[src/rtl/pipe_ctrl_pkg.sv]
// pipe_ctrl_pkg: shared state encoding and constants for the pipeline hazard controller
package pipe_ctrl_pkg;
    typedef enum logic [1:0] {
        BOOT     = 2'd0,
        RUN      = 2'd1,
        LD_STALL = 2'd2
    } state_t;
    localparam logic [31:0] NOP_INSTR = 32'h0000_0000;
    localparam int DEF_REG_ADDR_WIDTH = 4;
endpackage

[src/rtl/sat_counter.sv]
// sat_counter: saturating up-counter with synchronous clear that wins over increment
module sat_counter #(
    parameter int WIDTH = 16
) (
    input  logic             clk,
    input  logic             rst_n,
    input  logic             inc,
    input  logic             clr,
    output logic [WIDTH-1:0] count
);
    always_ff @(posedge clk or negedge rst_n) begin
        if (!rst_n)
            count <= '0;
        else if (clr)
            count <= '0;
        else if (inc && !(&count))
            count <= count + 1'b1;
    end
endmodule

[src/rtl/pipe_hazard_ctrl.sv]
// pipe_hazard_ctrl: stall/flush sequencer for the 5-stage pipeline with boot hold and perf counters
module pipe_hazard_ctrl import pipe_ctrl_pkg::*; #(
    parameter int REG_ADDR_WIDTH    = DEF_REG_ADDR_WIDTH,
    parameter int LOAD_STALL_CYCLES = 2,
    parameter int BOOT_CYCLES       = 2,
    parameter int CNT_WIDTH         = 16
) (
    input  logic                      clk,
    input  logic                      rst_n,
    input  logic [REG_ADDR_WIDTH-1:0] id_rs1_addr,
    input  logic                      id_rs1_used,
    input  logic [REG_ADDR_WIDTH-1:0] id_rs2_addr,
    input  logic                      id_rs2_used,
    input  logic [REG_ADDR_WIDTH-1:0] idex_rd_addr,
    input  logic                      idex_is_load,
    input  logic                      idex_reg_wen,
    input  logic                      ex_pc_write,
    input  logic                      mem_busy,
    input  logic                      cnt_clear,
    output logic                      pc_en,
    output logic                      pc_sel_branch,
    output logic                      ifid_en,
    output logic                      ifid_flush,
    output logic                      idex_en,
    output logic                      idex_flush,
    output logic                      exmem_en,
    output logic                      memwb_en,
    output logic [CNT_WIDTH-1:0]      stall_cnt,
    output logic [CNT_WIDTH-1:0]      flush_cnt
);
    state_t     state, state_nxt;
    logic [2:0] boot_ctr, boot_nxt;
    logic [1:0] ld_ctr, ld_nxt;
    logic       load_use, stall_inc, flush_inc;

    // No R0 exclusion: a load to R0 still stalls a consumer of R0.
    assign load_use = idex_is_load && idex_reg_wen &&
                      ((id_rs1_used && id_rs1_addr == idex_rd_addr) ||
                       (id_rs2_used && id_rs2_addr == idex_rd_addr));

    always_ff @(posedge clk or negedge rst_n) begin
        if (!rst_n) begin
            state    <= BOOT;
            boot_ctr <= 3'(BOOT_CYCLES - 1);
            ld_ctr   <= '0;
        end else begin
            state    <= state_nxt;
            boot_ctr <= boot_nxt;
            ld_ctr   <= ld_nxt;
        end
    end

    always_comb begin
        state_nxt = state;
        boot_nxt  = boot_ctr;
        ld_nxt    = ld_ctr;
        if (state == BOOT) begin
            boot_nxt  = (boot_ctr == '0) ? boot_ctr : boot_ctr - 1'b1;
            state_nxt = (boot_ctr == '0) ? RUN : BOOT;
        end else if (!mem_busy) begin
            state_nxt = (state == LD_STALL) ? LD_STALL : RUN;
            if (ex_pc_write) begin
                state_nxt = RUN;
            end else if (state == LD_STALL) begin
                ld_nxt    = ld_ctr - 1'b1;
                state_nxt = (ld_ctr == '0) ? RUN : LD_STALL;
            end else if (load_use && LOAD_STALL_CYCLES > 1) begin
                ld_nxt    = 2'(LOAD_STALL_CYCLES - 2);
                state_nxt = LD_STALL;
            end
        end
    end

    // mem_busy freezes everything, so a redirect held in EX is taken once busy drops.
    always_comb begin
        pc_en         = 1'b1;
        pc_sel_branch = 1'b0;
        ifid_en       = 1'b1;
        ifid_flush    = 1'b0;
        idex_en       = 1'b1;
        idex_flush    = 1'b0;
        exmem_en      = 1'b1;
        memwb_en      = 1'b1;
        if (state == BOOT) begin
            pc_en      = 1'b0;
            ifid_flush = 1'b1;
            idex_flush = 1'b1;
        end else if (mem_busy) begin
            pc_en    = 1'b0;
            ifid_en  = 1'b0;
            idex_en  = 1'b0;
            exmem_en = 1'b0;
            memwb_en = 1'b0;
        end else if (ex_pc_write) begin
            pc_sel_branch = 1'b1;
            ifid_flush    = 1'b1;
            idex_flush    = 1'b1;
        end else if (state == LD_STALL || load_use) begin
            pc_en      = 1'b0;
            ifid_en    = 1'b0;
            idex_flush = 1'b1;
        end
    end

    assign stall_inc = (state != BOOT) && !pc_en;
    assign flush_inc = (state != BOOT) && !mem_busy && ex_pc_write;

    sat_counter #(.WIDTH(CNT_WIDTH)) u_stall_cnt (
        .clk   (clk),
        .rst_n (rst_n),
        .inc   (stall_inc),
        .clr   (cnt_clear),
        .count (stall_cnt)
    );

    sat_counter #(.WIDTH(CNT_WIDTH)) u_flush_cnt (
        .clk   (clk),
        .rst_n (rst_n),
        .inc   (flush_inc),
        .clr   (cnt_clear),
        .count (flush_cnt)
    );
endmodule
[config.mk]
export PLATFORM = sky130hd
export DESIGN_NAME = pipe_hazard_ctrl
export DESIGN_NICKNAME = d
export VERILOG_FILES = /design/src/rtl/pipe_ctrl_pkg.sv /design/src/rtl/sat_counter.sv /design/src/rtl/pipe_hazard_ctrl.sv
export SDC_FILE = /design/constraint.sdc
export NUM_CORES = 1
export LEC_CHECK = 0
export ABC_AREA = 1
export CAP_MARGIN = 25
export CORE_ASPECT_RATIO = 1.2
export CORE_MARGIN = 2
export CORE_UTILIZATION = 50
export DETAILED_ROUTE_END_ITERATION = 7
export PLACE_DENSITY = 0.8
export SLEW_MARGIN = 20
export SYNTH_ARGS = -nofsm -noshare
export SYNTH_HDL_FRONTEND = slang
export SYNTH_SLANG_ARGS = --single-unit
[constraint.sdc]
create_clock -name clk -period 2.2 [get_ports clk]
set_input_delay 0.22 -clock clk [delete_from_list [all_inputs] [get_ports clk]]
set_output_delay 0.22 -clock clk [all_outputs]
set_load 0.03 [all_outputs]
# After elaboration in Yosys (flattened, before gate mapping)
# Index checks and enable logic that the tools add are counted.
# classes
addsub	4
n_eq_ne	4
n_mux	28
bitwise_logic	4
reduce_logical	26
# ops
operator	count
$mux 16	4
$add 16x1->16 const B	2
$reduce_and 16->1	2
$mux 1	16
$mux 2	8
$logic_and 1x1->1	9
$eq 4x4->1	2
$reduce_bool 2->1	4
$logic_not 1->1	4
$logic_not 2->1	2
$not 1->1	4
$reduce_and 4->1	1
$logic_not 3->1	1
$sub 3x1->3 const B	1
$eq 2x2->1 const B	1
$logic_or 1x1->1	2
$ne 2x1->1 const B	1
$reduce_and 2->1	1
$sub 2x1->2 const B	1
# word_totals
ff_bits	39
inputBits	21
out_inout_bits	40
elab_cells	71

# Logic depth before layout (Yosys ltp)
# logic_depth
ltp_word	14
depth_mapped	14
mapped_depth_nobuf	13

# Modules after synthesis
# From an unflattened synthesis, not the netlist that was laid out.
# unflattened
cells_unflattened	393
area_unflattened_um2	2633.8
# modules_own_cells
module	instances	cells_each	area_per_inst_um2
sat_counter	2	146	1007.2
pipe_hazard_ctrl	1	101	619.3

# Worst setup path before layout
# OpenSTA, ideal clock, no wires.
# synth_path
kind	reg2reg
startpoint	register u_stall_cnt.count[0]
endpoint	register u_stall_cnt.count[13]
setup_time_ps	119
t_arrival_ps	1823
required_ps	2081
path_slack_ps	258
stages_incl_launch_ff	12
synth_period_minus_slack_ps	1942
path_cell_list	dfrtp_1 ha_1 nand2_1 inv_2 nand2_2 nor3_4 nand4_2 nor2_2 nand2_4 buf_2 nand4_1 nand2_1
# synth_via
elab_chain_len	4
word_cells_on_any_way	7
cone_classes	add/sub: 1; mux: 2; reduce/logical: 4
# synth_rtl
element	line	rtl
start, declared	sat_counter.sv:9	output logic [WIDTH-1:0] count
start signal, assigned	sat_counter.sv:17	count <= count + 1'b1;
parallel branches: the longest is 4 deep, another holds $add 16x1->16	-	
# Several ways; the timed one is not identified. The select of a mux whose other input is x is not followed.
# A chain may end at the register's enable or synchronous reset.

# Worst setup path after layout
# layout_path
startpoint	register state[1]
endpoint	output port memwb_en
# layout_via
elab_chain_len	2
# layout_rtl
element	line	rtl
start, declared	pipe_hazard_ctrl.sv:31	state_t state, state_nxt;
start signal, assigned	pipe_hazard_ctrl.sv:47	state <= state_nxt;
$logic_not 2->1	pipe_hazard_ctrl.sv:84	if (state == BOOT) begin
$mux 1	pipe_hazard_ctrl.sv:84	
end, declared	pipe_hazard_ctrl.sv:27	output logic memwb_en,
# No other way between the ends.

==> qor.csv <==
stage,metric,value,unit
timing,final.setup.tns,0,ps
synth,synth_cell_types,32,
cts,cts_setup_buffers,0,
synth,syn_area,0.00257,mm2
critical_path,crit_start,state[1],
routing,route.detailed.drc,0,
synth,ys_ff_latch,39,
cts,cts_max_level,2,
timing,relSlewSlack,43.1,%
synth,synth_warnings,0,
hold_path,hp-class,input port to async pin,
routing,wl_met2,3060,um
place,dp_hpwl,4420,um
pwr,power_density,454,mW/mm2
place,place.gp.congestion,0.852,
cts,post_cts_resized,0,
routing,dr_total_vias,2509,
synth,synth_commonest_cells,"nand2_1, inv_1, dfrtp_1",
timing,drv_slew,0,
cts,insertion_delay,290,ps
die,io_pins,61,
critical_path,cp-start-kind,flop,
die,fp.dieW,69.5,um
pwr,power.total,0.00150,W
cells_and_area,nets,447,
timing,grt_setup_unrepaired,no,
die,die_y,82.6,um
timing,fin_worst_skew,5.71,ps
grt,grt-ovfl-total,0,
cts,root_buffer,clkbuf_8,
place,pre_cts_slack,176,ps
cts,cts_buffers,5,
critical_path,crit_required,1980,ps
job,max_cap_violations,0,
die,placement_rows,28,
routing,drtPass1Iterations,4,
cells_and_area,fin_util,66.8,%
routing,drtIter0Drc,171,
grt,grt_pass1_vias,2331,
critical_path,r2r_end,u_stall_cnt.count[13],
timing,tightest_slew,854,ps
cts,holdBufCountCts,0,
routing,antenna_left,0,
routing,drt-met1-wl,2610,um
pwr,peakVddDrop,349,uV
routing,post_drt_wl_per_cell,12.5,um
cells_and_area,area_delta_synth_final,28.1,%
synth,async_flop_share,100,%
pwr,leakagePower,1.66,nW
die,start_util,52.1,%
timing,fin_crit_sh,95.3,%
timing,setup_viol,0,
critical_path,reg2reg_slack,250,ps
timing,finalCriticalPeriod,2100,ps
die,dieArea,0.00574,mm2
synth,syn_area_per_cell,7.15,um2
grt,grt_usage,21.7,%
grt,grt_max_degree,40,
routing,met3_length,243,um
critical_path,cp_max_fo,5,
cells_and_area,seq_area,977,um2
cts,clk_pin_slew_worst_paths,70,ps
timing,hold_viol_final,0,
critical_path,endpoint_kind,output port,
critical_path,critical_path_class,flop to output port,
status,outcome,completed,
grt,antenna_found_initial,0,
cts,cts_tree,done,
critical_path,reg2regPathDepth,11,
cells_and_area,n_antenna_cell,0,
critical_path,cp.arrival,1880,ps
place,port_buffers,60,
synth,synthCells,360,
critical_path,crit-reg2reg-launch,u_stall_cnt.count[0],
timing,setup_slack,104,ps
grt,grt_pass1_wl,10100,um
cts,cts.sinks,39,
synth,synth.most_common_cell,nand2_1,
cells_and_area,multi_input_area,0.00134,mm2
cells_and_area,fill_cells,448,
synth,yosysTopAreaCellShare,36.9,%
cts,cts_max_path_buffers,2,
synth,synthFlopType,dfrtp_1,
routing,routed_wl,6010,um
routing,vias_per_cell,5.22,
synth,synth.yosys.seq_area_share,38.0,%
synth,synth_top_cell_by_area,dfrtp_1,
routing,top_layer,met4,
synth,synth_fp_nets,386,
timing,fmax,477,MHz
synth,synthTopCellsByArea,"dfrtp_1, nand2_1, inv_1",
synth,synth-edff-count,0,
cells_and_area,drive_gt1_share,7.36,%
die,core-area,0.00494,mm2
[flip-flops by register name, summed over array words and instances, names as in the netlist]
| name | count |
|---|---|
| u_flush_cnt.count | 16 |
| ld_ctr | 2 |
| boot_ctr | 3 |
| u_stall_cnt.count | 16 |
| state | 2 |
[per-layer routing]
metal,track usage (%),vias up
met4,8.04,0
met2,40.8,51
met3,3.88,8
met5,0,-
li1,-,1287
met1,24.8,1163
[stage by stage]
| stage | instances | area [um2] | hold slack (ps) |
|---|---|---|---|
| finish | 481 | 3300 | 33.1 |
| global route | 481 | 3300 | 109 |
| CTS | 481 | 3290 | 76.7 |
| detailed placement | 474 | 3210 | 392 |
| global placement | 474 | 3210 | 379 |
| floorplan | 360 | 2570 | -75.6 |
[cell usage in the layout (no fill, tap or decap), drive strengths merged]
cell           synthesis  layout
a21oi                  5       5
a31oi                  1       1
and3                   1       1
buf                    7       8
clkbuf                 3       6
clkdlybuf4s50          0      54
clkinv                 1       2
dfrtp                 38      38
dfstp                  1       1
dlymetal6s2s           0       2
ha                     5       5
inv                   52      52
nand2                 94      94
nand3                 34      34
nand3b                 1       1
nand4                 23      23
nor2                  38      38
nor3                  14      14
nor4                   4       4
o21a                   2       2
o21ai                 14      14
o21bai                 1       1
o31ai                  2       2
xnor2                  2       2
xor2                  17      17
[area by class of cell]
| type | instances | share of cell area [%] |
|---|---|---|
| clock buffers | 6 | 2.50 |
| clock inverters | 1 | 0.152 |
| inverters | 53 | 6.03 |
| multi-input cells | 258 | 40.5 |
| flip-flops and latches | 39 | 29.6 |
| well taps | 60 | 2.28 |
| repair buffers | 64 | 18.9 |
[where the power goes]
part | switching (W) | internal (W) | leakage [nW]
sequential | 0.0000106 | 0.000732 | 0.528
clock | 0.000244 | 0.000246 | 0.0470
combinational | 0.000163 | 0.000101 | 1.09
total | 0.000417 | 0.00108 | 1.66
[worst max-delay path, cell delays in order (launching register included)]
cell and delay (ps):
dfrtp_1 400, nor2_1 220, nor2_1 80, inv_1 180, clkdlybuf4s50_1 710
[worst max-delay path by stage]
stage / to / slack, ps / cells after the start
2_1_floorplan: u_stall_cnt.count[13] / 260 / 11
3_3_place_gp: ifid_en / 220 / 13
3_5_place_dp: u_stall_cnt.count[5] / 180 / 14
4_1_cts: ifid_flush / 40 / 5
5_1_grt: exmem_en / 2 / 4
6_report: memwb_en / 100 / 4
[cell families (layout without fill, tap and decap cells)]
kind of cell / Yosys count / after routing / share of synthesized area, %
buffers and inverters: 63 / 124 / 10.1
AO/OA/AOI/OAI: 25 / 25 / 5.40
XOR/XNOR: 19 / 19 / 6.47
adder cells (fa/ha/maj): 5 / 5 / 2.43
flip-flops: 39 / 39 / 38.0
AND/OR/NAND/NOR: 209 / 209 / 37.6
Note: power is estimated with default switching activity, not from simulation.
